<file path="src/rtl/trg_tm_pkg.sv">
// Shared types and constants for the trigger telemetry UART transmitter.
// Frame length follows TRG_TX_ODD_PARITY_EN (10 bits for 8N1, 11 bits with odd parity).
package trg_tm_pkg;

  typedef enum logic [2:0] {
    StIdle,
    StHdrH,
    StHdrL,
    StLen,
    StPayload,
    StCksum,
    StDone
  } tx_state_e;

  localparam logic [15:0] HdrWordDefault = 16'hEB90;

`ifdef TRG_TX_ODD_PARITY_EN
  localparam int unsigned FrameLen = 11;
`else
  localparam int unsigned FrameLen = 10;
`endif

  localparam int unsigned CksumWidth = 8;

  function automatic logic odd_parity(input logic [7:0] data);
    return ~^data;
  endfunction

endpackage

</file>
<file path="src/rtl/trg_uart_tx_byte.sv">
// Single-byte UART serializer: baud counter, bit counter and shift register.
// Inserts an odd-parity bit after data bit 7 when TRG_TX_ODD_PARITY_EN is defined.
module trg_uart_tx_byte
  import trg_tm_pkg::*;
#(
  parameter int unsigned CLKS_PER_BIT = 347
) (
  input  logic       clk_i,
  input  logic       rstn_i,
  input  logic       load_i,
  input  logic [7:0] byte_i,
  output logic       ready_o,
  output logic       txd_o,
  output logic       start_o
);

  localparam logic [11:0] BaudMax = 12'(CLKS_PER_BIT - 1);
  localparam logic [3:0]  BitMax  = 4'(FrameLen - 1);
  localparam int unsigned ShW     = FrameLen - 1;

  logic           active_q, active_d;
  logic [11:0]    baud_q, baud_d;
  logic [3:0]     bit_q, bit_d;
  logic [ShW-1:0] sh_q, sh_d;
  logic           txd_q, txd_d;
  logic           start_q, start_d;
  logic           bit_end, frame_end, accept;
  logic [ShW-1:0] frame_bits;

`ifdef TRG_TX_ODD_PARITY_EN
  assign frame_bits = {1'b1, odd_parity(byte_i), byte_i};
`else
  assign frame_bits = {1'b1, byte_i};
`endif

  // Ready on the last cycle of the stop bit so the next start bit follows with no gap.
  assign bit_end   = active_q && (baud_q == BaudMax);
  assign frame_end = bit_end && (bit_q == BitMax);
  assign ready_o   = !active_q || frame_end;
  assign accept    = load_i && ready_o;

  always_comb begin
    active_d = active_q;
    baud_d   = baud_q;
    bit_d    = bit_q;
    sh_d     = sh_q;
    txd_d    = txd_q;
    start_d  = 1'b0;
    if (accept) begin
      active_d = 1'b1;
      baud_d   = '0;
      bit_d    = '0;
      sh_d     = frame_bits;
      txd_d    = 1'b0;
      start_d  = 1'b1;
    end else if (frame_end) begin
      active_d = 1'b0;
      baud_d   = '0;
      bit_d    = '0;
      txd_d    = 1'b1;
    end else if (bit_end) begin
      baud_d = '0;
      bit_d  = bit_q + 4'd1;
      txd_d  = sh_q[0];
      sh_d   = {1'b1, sh_q[ShW-1:1]};
    end else if (active_q) begin
      baud_d = baud_q + 12'd1;
    end
  end

  always_ff @(posedge clk_i) begin
    if (!rstn_i) begin
      active_q <= 1'b0;
      baud_q   <= '0;
      bit_q    <= '0;
      sh_q     <= '1;
      txd_q    <= 1'b1;
      start_q  <= 1'b0;
    end else begin
      active_q <= active_d;
      baud_q   <= baud_d;
      bit_q    <= bit_d;
      sh_q     <= sh_d;
      txd_q    <= txd_d;
      start_q  <= start_d;
    end
  end

  assign txd_o   = txd_q;
  assign start_o = start_q;

endmodule

</file>
<file path="src/rtl/trg_tm_uart_tx.sv">
// Telemetry packet transmitter: header, length, payload from FIFO, checksum over UART.
// Optional odd parity per byte via TRG_TX_ODD_PARITY_EN.
module trg_tm_uart_tx
  import trg_tm_pkg::*;
#(
  parameter int unsigned CLKS_PER_BIT = 347,
  parameter int unsigned PAYLOAD_LEN  = 16,
  parameter logic [15:0] HDR_WORD     = HdrWordDefault
) (
  input  logic       clk_i,
  input  logic       rstn_i,
  input  logic       send_req_i,
  input  logic       fifo_empty_i,
  output logic       fifo_rd_o,
  input  logic [7:0] fifo_data_i,
  output logic       txd_o,
  output logic       busy_o,
  output logic       pkt_done_o,
  output logic       underrun_o
);

  localparam logic [7:0] LenByte = 8'(PAYLOAD_LEN);
  localparam logic [7:0] PayMax  = 8'(PAYLOAD_LEN - 1);

  tx_state_e             state_q, state_d;
  logic [7:0]            pay_cnt_q, pay_cnt_d;
  logic [7:0]            next_byte_q, next_byte_d;
  logic [CksumWidth-1:0] cksum_q, cksum_d;
  logic                  rd_pend_q, rd_pend_d;
  logic                  underrun_q, underrun_d;

  logic       tx_load, tx_ready, tx_start;
  logic [7:0] tx_byte;
  logic       prefetch;

  trg_uart_tx_byte #(
    .CLKS_PER_BIT(CLKS_PER_BIT)
  ) u_byte (
    .clk_i  (clk_i),
    .rstn_i (rstn_i),
    .load_i (tx_load),
    .byte_i (tx_byte),
    .ready_o(tx_ready),
    .txd_o  (txd_o),
    .start_o(tx_start)
  );

  // Next payload byte is fetched at the start bit of the byte before it.
  assign prefetch = tx_start &&
                    ((state_q == StLen) || ((state_q == StPayload) && (pay_cnt_q != PayMax)));

  always_comb begin
    state_d     = state_q;
    pay_cnt_d   = pay_cnt_q;
    next_byte_d = next_byte_q;
    cksum_d     = cksum_q;
    rd_pend_d   = 1'b0;
    underrun_d  = underrun_q;
    tx_load     = 1'b0;
    tx_byte     = 8'h00;
    fifo_rd_o   = 1'b0;

    if (rd_pend_q) begin
      next_byte_d = fifo_data_i;
    end
    if (prefetch) begin
      if (fifo_empty_i) begin
        underrun_d  = 1'b1;
        next_byte_d = 8'h00;
      end else begin
        fifo_rd_o = 1'b1;
        rd_pend_d = 1'b1;
      end
    end

    unique case (state_q)
      StIdle: begin
        if (send_req_i) begin
          tx_load    = 1'b1;
          tx_byte    = HDR_WORD[15:8];
          pay_cnt_d  = '0;
          cksum_d    = LenByte;
          underrun_d = 1'b0;
          state_d    = StHdrH;
        end
      end
      StHdrH: begin
        if (tx_ready) begin
          tx_load = 1'b1;
          tx_byte = HDR_WORD[7:0];
          state_d = StHdrL;
        end
      end
      StHdrL: begin
        if (tx_ready) begin
          tx_load = 1'b1;
          tx_byte = LenByte;
          state_d = StLen;
        end
      end
      StLen: begin
        if (tx_ready) begin
          tx_load = 1'b1;
          tx_byte = next_byte_q;
          cksum_d = cksum_q + next_byte_q;
          state_d = StPayload;
        end
      end
      StPayload: begin
        if (tx_ready) begin
          tx_load = 1'b1;
          if (pay_cnt_q == PayMax) begin
            tx_byte = cksum_q;
            state_d = StCksum;
          end else begin
            tx_byte   = next_byte_q;
            cksum_d   = cksum_q + next_byte_q;
            pay_cnt_d = pay_cnt_q + 8'd1;
          end
        end
      end
      StCksum: begin
        if (tx_ready) begin
          state_d = StDone;
        end
      end
      StDone: begin
        state_d = StIdle;
      end
      default: begin
        state_d = StIdle;
      end
    endcase
  end

  always_ff @(posedge clk_i) begin
    if (!rstn_i) begin
      state_q     <= StIdle;
      pay_cnt_q   <= '0;
      next_byte_q <= '0;
      cksum_q     <= '0;
      rd_pend_q   <= 1'b0;
      underrun_q  <= 1'b0;
    end else begin
      state_q     <= state_d;
      pay_cnt_q   <= pay_cnt_d;
      next_byte_q <= next_byte_d;
      cksum_q     <= cksum_d;
      rd_pend_q   <= rd_pend_d;
      underrun_q  <= underrun_d;
    end
  end

  // The done cycle is neither busy nor idle, so a request landing on it is dropped.
  assign busy_o     = (state_q != StIdle) && (state_q != StDone);
  assign pkt_done_o = (state_q == StDone);
  assign underrun_o = underrun_q;

endmodule

</file>
<file path="config.mk">
export PLATFORM = sky130hd
export DESIGN_NAME = trg_tm_uart_tx
export DESIGN_NICKNAME = d
export VERILOG_FILES = /design/src/rtl/trg_tm_pkg.sv /design/src/rtl/trg_uart_tx_byte.sv /design/src/rtl/trg_tm_uart_tx.sv
export SDC_FILE = /design/constraint.sdc
export NUM_CORES = 1
export LEC_CHECK = 0
export BUFFER_PORTS_ARGS = -buffer_cell sky130_fd_sc_hd__buf_2
export CAP_MARGIN = 20
export CORE_ASPECT_RATIO = 1.5
export CORE_UTILIZATION = 55
export CTS_CLUSTER_SIZE = 10
export DETAILED_ROUTE_END_ITERATION = 6
export PLACE_DENSITY_LB_ADDON = 0.25
export SKIP_CTS_REPAIR_TIMING = 1
export SLEW_MARGIN = 20
export SYNTH_ARGS = -nofsm -noshare
export SYNTH_HDL_FRONTEND = slang
export SYNTH_HIERARCHICAL = 1
export SYNTH_SLANG_ARGS = --single-unit
</file>
<file path="constraint.sdc">
create_clock -name clk_i -period 2.9 [get_ports clk_i]
set_clock_uncertainty 0.2 [all_clocks]
set_input_delay 0 -clock clk_i [delete_from_list [all_inputs] [get_ports clk_i]]
set_output_delay 0 -clock clk_i [all_outputs]
set_load 0.02 [all_outputs]
</file>
==> run summary, run 1 <==
In this run the vertical extent of the chip is 94.38 um. The detail route stage leaves a number of antenna-violating nets equal to 0. The total area inside the core boundary comes to 5492 um^2.

The tools report the clock tree root buffer cell as sky130_fd_sc_hd__clkbuf_8. The logs give 104 for the number of DRC markers in iteration 0 and 0.001690 W for the overall power of the completed layout. Depth of the most critical reg-to-reg path: 12.

Overall global routing resource usage: 0.2267. The number of buffers added on ports works out to 16. The share of final-layout standard cells stronger than drive strength 1 is 0.1374.

The number of antenna violations at the first check in global routing is 0. Cell area power density: 475.8 nW/um^2. At the worst endpoint, the arrival time is 2.73 ns. The async set-reset flop share out of synthesis came out at 0. The run gives 2482 as the number of global-route vias before repair.

The synthesized design contains 0 enable-type register cells. Synthesis produced 356 cells. The reg-to-reg critical path endpoint is u_byte/sh_q[3]. For this run, the leading register cell type out of synthesis is sky130_fd_sc_hd__dfxtp_1. The logs give 0 for the total congestion overflow and 33 for the number of placement rows.

In this run the worst hold path is classified as primary input to register. The repair_antennas step left the layout with diodes totalling 0. Hold timing on the final database bottoms out at a slack of 0.05391 ns. The final cycle utilization of the critical path came out at 0.9410. The routed length per placed instance is 14.40 um. The source of the worst register-to-register timing path is u_byte/baud_q[0]. Across all register-to-register paths, the minimum setup slack is 0.17 ns. The placed instances occupy a cell area of 3324 um^2. The cell count after placement came out at 442. The area of all placed cells without fillers was 3552 um^2; the fraction of the yosys area taken by sequential cells was 0.3583. For the largest net degree at the start of global routing, the log shows 26. Averaged over all synthesized cells, the footprint is 8.790 um^2.

At the later pin of the worst-skew pair, clock insertion delay measures 0.31 ns. The final hold violation count was 0; the top-level port count was 17. Relative to the synthesized area, the layout overhead comes to 13.51%.

The tools report the weighted congestion at the end of routability-driven global placement as 0.8655. The floorplan step set the die width to 63.59 um. The analysis attributes to cell leakage a power of 1.417 nW. The starting density of the core is 0.5698. The tools report the source of the critical timing path as u_byte/baud_q[0].

Counting every sink on the clock net gives 56. The layout has 474 filler cells. The total clock buffers created by CTS is 5, and the length of the first detailed-routing pass in iterations is 4.

For this run, the top clock speed supported by timing is 0.3664 GHz. The run gives 2658 as the via total after detailed routing. The top fanout value on the critical path was 8. After layout, the minimum clock period comes to 2.729 ns. The launch instance of the worst min-delay path was send_req_i. The first global-routing pass estimated 10.93 mm of wire. The run finished with clean final reports. For the pin with the worst max-slew slack, the measured transition is 0.5077 ns. The number of maximum-capacitance constraint violations is 0, and the worst relative slew slack is 0.6611.

The logs give 463 for the number of standard cells in the layout, taps in and fillers out and 2 for the deepest clock path buffer count. The H-tree generated during clock tree synthesis spans 2 levels. The worst setup path is captured at a register. The logs give 0 for the number of endpoints failing setup at the final stage and 0.2984 mV for the peak ir drop on the vdd network.

The register bit count reported by yosys works out to 56. TritonCTS built the clock tree. The die covers 6001 um^2. The net count after synthesis is 381, and the number of vias per cell after detailed routing is 5.741.

The logs give 60 for the number of distinct library cells after synthesis and 0 for the number of slew-limit violations in the final report. The critical path capture point was u_byte/sh_q[3]. Summed over all nets, the half-perimeter wirelength after detailed placement is 4.806 mm. The count of unresolved DRC violations after routing is 0.

Category of the critical setup timing path: register to register. At the end of the flow, the number of nets in the layout was 417. Data on the critical path is required at its endpoint by 2.90 ns.

The Yosys warning count was 6; the sum of routed wire length over all layers was 6.666 mm. STA classifies the critical path startpoint as a register. After clock tree synthesis, the clock-pin slew on the worst setup and hold paths is 0.11 ns. For the summed instance area of the synthesized netlist, the log shows 3129 um^2.
logic make-up (layout without fill, tap and decap cells):
group,after synthesis,count (layout),synth area share
fa+ha+maj,13,13,0.05438
mux,19,19,0.06157
compound gates,84,84,0.1827
xor+xnor,20,20,0.05598
flops,56,56,0.3583
buf+inv,26,63,0.04038
simple gates,138,138,0.2467
layout by cell type, fill, tap and decap left out, types with 4 or more instances in the layout:
| cell type | n |
|---|---|
| sky130_fd_sc_hd__and3_1 | 4 |
| sky130_fd_sc_hd__nor3_1 | 4 |
| sky130_fd_sc_hd__dlygate4sd3_1 | 10 |
| sky130_fd_sc_hd__buf_2 | 16 |
| sky130_fd_sc_hd__nor4_1 | 5 |
| sky130_fd_sc_hd__inv_1 | 11 |
| sky130_fd_sc_hd__ha_1 | 12 |
| sky130_fd_sc_hd__a2bb2oi_1 | 7 |
| sky130_fd_sc_hd__and2_1 | 6 |
| sky130_fd_sc_hd__nand3_1 | 14 |
| sky130_fd_sc_hd__nand2b_1 | 7 |
| sky130_fd_sc_hd__a21o_1 | 4 |
| sky130_fd_sc_hd__o211ai_1 | 5 |
| sky130_fd_sc_hd__nor2b_1 | 9 |
| sky130_fd_sc_hd__o21ai_0 | 22 |
| sky130_fd_sc_hd__or3_1 | 5 |
| sky130_fd_sc_hd__a31oi_1 | 4 |
| sky130_fd_sc_hd__mux2i_1 | 17 |
| sky130_fd_sc_hd__dfxtp_1 | 56 |
| sky130_fd_sc_hd__a22oi_1 | 7 |
| sky130_fd_sc_hd__a21boi_1 | 4 |
| sky130_fd_sc_hd__a21oi_1 | 12 |
| sky130_fd_sc_hd__xnor2_1 | 10 |
| sky130_fd_sc_hd__nand4_1 | 6 |
| sky130_fd_sc_hd__buf_4 | 18 |
| sky130_fd_sc_hd__xor2_1 | 10 |
| sky130_fd_sc_hd__nor2_1 | 38 |
| sky130_fd_sc_hd__clkbuf_8 | 6 |
| sky130_fd_sc_hd__nand2_1 | 21 |
routing by layer:
layer,track usage,vias to the layer above,wire [um]
met1,0.2621,1259,3034
met4,0.07008,0,91
met3,0.03986,10,165
met2,0.4176,34,3375
li1,-,1355,-
met5,0,-,0
report_power, final:
group,total (W),internal [W],switching [W]
Clock,0.000447,0.000194,0.000253
Combinational,0.000387,0.000172,0.000214
Sequential,0.000856,0.000818,0.0000378
worst max-delay path, stage by stage, from the launching register on:
cell                        delay, ns
sky130_fd_sc_hd__dfxtp_1         0.33
sky130_fd_sc_hd__inv_1           0.05
sky130_fd_sc_hd__ha_1            0.12
sky130_fd_sc_hd__and4bb_2        0.26
sky130_fd_sc_hd__nand3_1         0.12
sky130_fd_sc_hd__o21ai_2         0.24
sky130_fd_sc_hd__mux2i_1         0.14
sky130_fd_sc_hd__mux2i_1         0.23
sky130_fd_sc_hd__and4_1          0.23
sky130_fd_sc_hd__a41oi_1         0.11
sky130_fd_sc_hd__buf_4           0.17
sky130_fd_sc_hd__nand2b_2        0.24
sky130_fd_sc_hd__a2bb2oi_1       0.17
per-stage QoR:
stage            util  TNS [ns]  setup WS, ns
2_1_floorplan       -         0       0.03028
3_3_place_gp   0.6054         0        0.1715
3_5_place_dp   0.6054         0       0.09005
4_1_cts        0.6231         0       0.06441
6_report       0.6468         0        0.1711
5_1_grt        0.6468   -0.1511      -0.02473
flip-flops by register name, indices dropped and copies added, names as in the netlist, 3 cells and up:
name,flops
u_byte/baud_q,12
u_byte/sh_q,8
cksum_q,8
pay_cnt_q,8
u_byte/bit_q,4
next_byte_q,8
state_q,3
synth_stat cells (2+ instances only):
| cell | count | share of area |
|---|---|---|
| sky130_fd_sc_hd__nor4_4 | 2 | 0.014 |
| sky130_fd_sc_hd__mux2i_1 | 17 | 0.054 |
| sky130_fd_sc_hd__a2bb2oi_1 | 7 | 0.020 |
| sky130_fd_sc_hd__nor2_1 | 38 | 0.046 |
| sky130_fd_sc_hd__nor2b_1 | 9 | 0.018 |
| sky130_fd_sc_hd__a22oi_1 | 7 | 0.017 |
| sky130_fd_sc_hd__ha_1 | 12 | 0.048 |
| sky130_fd_sc_hd__nand3_1 | 14 | 0.022 |
| sky130_fd_sc_hd__a21oi_1 | 12 | 0.019 |
| sky130_fd_sc_hd__buf_2 | 5 | 0.0080 |
| sky130_fd_sc_hd__buf_4 | 4 | 0.0096 |
| sky130_fd_sc_hd__a21boi_1 | 4 | 0.0096 |
| sky130_fd_sc_hd__a211oi_1 | 2 | 0.0048 |
| sky130_fd_sc_hd__and3b_1 | 2 | 0.0056 |
| sky130_fd_sc_hd__nand2b_1 | 8 | 0.016 |
| sky130_fd_sc_hd__and3_1 | 4 | 0.0080 |
| sky130_fd_sc_hd__mux2_2 | 2 | 0.0072 |
| sky130_fd_sc_hd__or3_1 | 5 | 0.010 |
| sky130_fd_sc_hd__a21boi_0 | 2 | 0.0048 |
| sky130_fd_sc_hd__a31oi_1 | 4 | 0.0080 |
| sky130_fd_sc_hd__o2111ai_1 | 2 | 0.0056 |
| sky130_fd_sc_hd__dfxtp_1 | 56 | 0.36 |
| sky130_fd_sc_hd__nand3b_1 | 2 | 0.0048 |
| sky130_fd_sc_hd__nor3b_1 | 2 | 0.0048 |
| sky130_fd_sc_hd__nor4_1 | 5 | 0.010 |
| sky130_fd_sc_hd__xnor2_1 | 10 | 0.028 |
| sky130_fd_sc_hd__nand2_1 | 21 | 0.025 |
| sky130_fd_sc_hd__nand4_1 | 6 | 0.012 |
| sky130_fd_sc_hd__inv_1 | 11 | 0.013 |
| sky130_fd_sc_hd__xor2_1 | 10 | 0.028 |
| sky130_fd_sc_hd__and2_1 | 6 | 0.012 |
| sky130_fd_sc_hd__clkbuf_1 | 4 | 0.0048 |
| sky130_fd_sc_hd__a21o_1 | 4 | 0.0096 |
| sky130_fd_sc_hd__nor3_1 | 4 | 0.0064 |
| sky130_fd_sc_hd__and4_1 | 2 | 0.0056 |
| sky130_fd_sc_hd__o211ai_1 | 5 | 0.012 |
| sky130_fd_sc_hd__o21ai_0 | 23 | 0.037 |
final cells by class:
type                       instances  area, um^2  share of cell area
sequential                        56        1121              0.3156
clock buffer                       6       82.58             0.02325
timing repair buffer              44       315.3             0.08876
tap                               70       87.58             0.02466
clock inverter                     2       15.01            0.004227
multi-input combinational        274        1889              0.5319
inverter                          11       41.29             0.01162
worst min path at each step:
stage                     endpoint  cells after the start
floorplan           u_byte/sh_q[7]                      1
global placement    next_byte_q[0]                      3
detailed placement  next_byte_q[5]                      3
CTS                 next_byte_q[4]                      3
global route          pay_cnt_q[1]                      4
finish                pay_cnt_q[1]                      4
No activity file was read; power rests on OpenSTA's default activity.
==> run 2, diff against run 1 <==
--- a/config.mk
+++ b/config.mk
@@ -7,8 +7,8 @@
 export LEC_CHECK = 0
 export BUFFER_PORTS_ARGS = -buffer_cell sky130_fd_sc_hd__buf_2
 export CAP_MARGIN = 20
-export CORE_ASPECT_RATIO = 1.5
-export CORE_UTILIZATION = 55
+export CORE_ASPECT_RATIO = 0.75
+export CORE_UTILIZATION = 40
 export CTS_CLUSTER_SIZE = 10
 export DETAILED_ROUTE_END_ITERATION = 6
 export PLACE_DENSITY_LB_ADDON = 0.25
==> run 2 against run 1 <==
Sequential share of layout area shrank 0.30 points; clock-buffer cell count stayed put; wire length increased by 3.0%; final area grew 0.95%; setup slack worse by 0.017 ns; final cell count increased by 6.0%; register-to-register slack worse by 0.02 ns; total power increased by 4.0%.
==> run summary, run 2 (synthesis results as in run 1) <==
The logs give 8185 um^2 (+36%) for the die area and 4 (unchanged) for the length of the first detailed-routing pass in iterations. The tools report the standard cell core area as 7466 um^2 (+36%). The logs give 0 (unchanged) for the final hold violation count and 0.1717 (-0.05502) for the overall global routing resource usage. Number of vias per cell after detailed routing: 5.385 (-6.2%). The run gives 101 (-2.9%) as the number of DRC markers in iteration 0. Via total after detailed routing: 2644 (-0.53%). The routed length per placed instance works out to 13.98 um (-2.9%). Data required time of the critical path: 2.90 ns (about the same). The area of all placed cells without fillers is 3586 um^2 (+0.95%). The run gives 0.4803 (-0.1665) as the utilization after layout.

The post-place instance area was 3356 um^2 (+0.94%); the depth of the most critical reg-to-reg path was 11 (-1). The largest net degree at the start of global routing was 26 (unchanged); the proportion of power drawn by flip-flops and latches was 0.492 (-0.015). The number of endpoints failing setup at the final stage was 0 (unchanged). The number of global-route vias before repair was 2361 (-4.9%).

The number of buffers added on ports is 16 (unchanged), and the share of total power in the clock network is 0.292 (+0.027). The minimum clock period works out to 2.746 ns (+0.01736 ns). The worst relative slew slack came out at 0.6495 (-0.01158). The library cell used most frequently in the layout, excluding fill and tap cells, is sky130_fd_sc_hd__dfxtp_1.

The number of flip-flops in the largest register was 12 (unchanged). The top fanout value on the critical path works out to 8 (unchanged). The total congestion overflow is 0 (unchanged). The run finished with clean final reports.

The net total in the final layout was 414 (-0.72%). The tightest min-delay check is of the primary input to register type. The run gives 4.975 mm (+3.5%) as the detailed-placement wirelength estimate. The count of unresolved DRC violations after routing was 0 (unchanged); the overall power of the completed layout was 0.001759 W (+4.0%).

The weighted congestion at the end of routability-driven global placement was 0.8376 (-3.2%). The final cycle utilization of the critical path works out to 0.9470 (+0.005985). The number of slew-limit violations in the final report is 0 (unchanged), and the post-synthesis to final-layout area growth is 14.59%. The number of maximum-capacitance constraint violations is 0 (unchanged).

In this run the critical register-to-register path is captured at u_byte/sh_q[4]. The critical path capture point type was a register. The chip width was 104.1 um (+64%); the number of standard cells in the layout, taps in and fillers out was 491 (+6.0%).

The worst hold path begins at send_req_i. The tools report the register-to-register path setup slack as 0.15 ns (-0.02 ns). The run gives 17 (unchanged) as the top-level port count. The diode insertion count for antenna repair came out at 0 (unchanged). The reported leakage power is 1.415 nW (-0.12%), and the actual transition at the worst max-transition pin is 0.5238 ns (+0.01613 ns). The share of final-layout standard cells stronger than drive strength 1 was 0.1308 (-0.006635); the internal power component was 0.001245 W (+5.1%).

Ranked by flip-flop count, first place goes to u_byte/baud_q. The hold path depth was 4 (unchanged); the arrival time reported for the critical path endpoint was 2.75 ns (+0.02 ns). The share of total power consumed by net switching is 0.2923 (-0.006938), and the vertical die dimension is 78.60 um (-17%). In the layout the commonest cells are sky130_fd_sc_hd__dfxtp_1 (56), sky130_fd_sc_hd__nor2_1 (38), sky130_fd_sc_hd__o21ai_0 (22), sky130_fd_sc_hd__nand2_1 (21), sky130_fd_sc_hd__mux2i_1 (17). TritonCTS built the clock tree. The run gives 0 (unchanged) as the remaining antenna violation count after routing. The logs give 0.32 ns (about the same) for the clock latency reported for the late side of the worst-skew pair and 0.2502 mV (-16%) for the peak ir drop on the vdd network. For the first-pass GRT wire length, the log shows 11.34 mm (+3.7%). For the number of antenna violations at the first check in global routing, the log shows 0 (unchanged).

For the starting density of the core, the log shows 0.4191 (-0.1507). Clock tree synthesis selected as its root buffer the cell sky130_fd_sc_hd__clkbuf_8. The tools report the sum of routed wire length over all layers as 6.865 mm (+3.0%).

The switching power was 0.0005140 W (+1.6%). H-tree depth reported by CTS: 2 (unchanged). The category of the critical setup timing path is register to register. The tools report the clock net sink count as 56 (unchanged).

The tools report the number of placement rows as 27 (-18%). The cell area power density is 490.4 nW/um^2 (+3.1%), and the number of inserted filler cells in the final layout is 739 (+56%). The run gives 472 (+6.8%) as the cell count after placement. The total clock buffers created by CTS is 5 (unchanged), and the share of power burned in combinational logic is 0.216 (-0.013). The path with the worst hold slack has its endpoint at pay_cnt_q[1]. The tools report the source of the worst register-to-register timing path as u_byte/baud_q[0]. The clock transition time at the flip-flop clock pins of the worst setup and hold paths is 0.10 ns (about the same).

The tools report the deepest clock path buffer count as 2 (unchanged). STA classifies the critical path startpoint as a register. For the upper clock frequency limit, the log shows 0.3641 GHz (-0.63%).
run 2: cell count changes in the layout (fill, tap and decap cells not counted):
cell                         delta
sky130_fd_sc_hd__clkinv_2       +1
sky130_fd_sc_hd__clkinvlp_4     -2
sky130_fd_sc_hd__clkbuf_1       +1
sky130_fd_sc_hd__clkbuf_8       -1
sky130_fd_sc_hd__a41oi_2        +1
sky130_fd_sc_hd__bufinv_16      +1
sky130_fd_sc_hd__buf_4          -3
sky130_fd_sc_hd__a41oi_1        -1
run 2: final cells by class:
class                           count  area, um^2  area share
Clock buffer                        6       72.57     0.02024
Clock inverter                      2       35.03    0.009770
Inverter                           11       41.29     0.01151
Multi-Input combinational cell    274        1897      0.5290
Sequential cell                    56        1121      0.3126
Tap cell                          101       126.4     0.03524
Timing Repair Buffer               41       292.8     0.08165
run 2: worst max path at each step:
stage / cells past startpoint / from / slack (ns) / to
floorplan: 12 / u_byte/baud_q[0] / 0.03 / u_byte/sh_q[0]
global placement: 12 / u_byte/baud_q[0] / 0.20 / u_byte/baud_q[3]
detailed placement: 11 / u_byte/baud_q[0] / 0.09 / u_byte/sh_q[2]
CTS: 12 / u_byte/baud_q[0] / 0.07 / u_byte/baud_q[8]
global route: 11 / u_byte/baud_q[0] / -0.03 / u_byte/sh_q[4]
finish: 11 / u_byte/baud_q[0] / 0.15 / u_byte/sh_q[4]
run 2: layer usage:
layer | up-vias | share of wire | track usage
met4 | 0 | 0.0074 | 0.03857
li1 | 1350 | - | -
met2 | 48 | 0.42 | 0.2553
met3 | 5 | 0.038 | 0.03821
met5 | - | 0 | 0
met1 | 1241 | 0.53 | 0.2497
run 2: per-stage QoR:
stage               TNS [ns]  setup slack, ns  hold WS, ns
floorplan                  0          0.03028      -0.1238
global placement           0           0.2014      0.03431
detailed placement         0          0.08729      0.04534
CTS                        0          0.07413      -0.2895
global route         -0.1585         -0.03475      0.08628
finish                     0           0.1537      0.05336
run 2: worst max-delay path: stages (launching register included):
cell and delay [ns]:
sky130_fd_sc_hd__dfxtp_1 0.33, sky130_fd_sc_hd__inv_1 0.05, sky130_fd_sc_hd__ha_1 0.13, sky130_fd_sc_hd__and4bb_2 0.28, sky130_fd_sc_hd__nand3_1 0.13, sky130_fd_sc_hd__o21ai_2 0.20
sky130_fd_sc_hd__mux2i_1 0.12, sky130_fd_sc_hd__mux2i_1 0.26, sky130_fd_sc_hd__and4_1 0.26, sky130_fd_sc_hd__a41oi_2 0.19, sky130_fd_sc_hd__nand2b_2 0.31, sky130_fd_sc_hd__a2bb2oi_1 0.18
run 2: power by group through the flow:
stage | clock network, W | registers [W] | logic, W
3_5_place_dp | 0 | 0.000881 | 0.000358
4_1_cts | 0.000529 | 0.000863 | 0.000360
5_1_grt | 0.000566 | 0.000871 | 0.000421
6_report | 0.000514 | 0.000865 | 0.000379
3_3_place_gp | 0 | 0.000880 | 0.000354
2_1_floorplan | 0 | 0.000867 | 0.000271
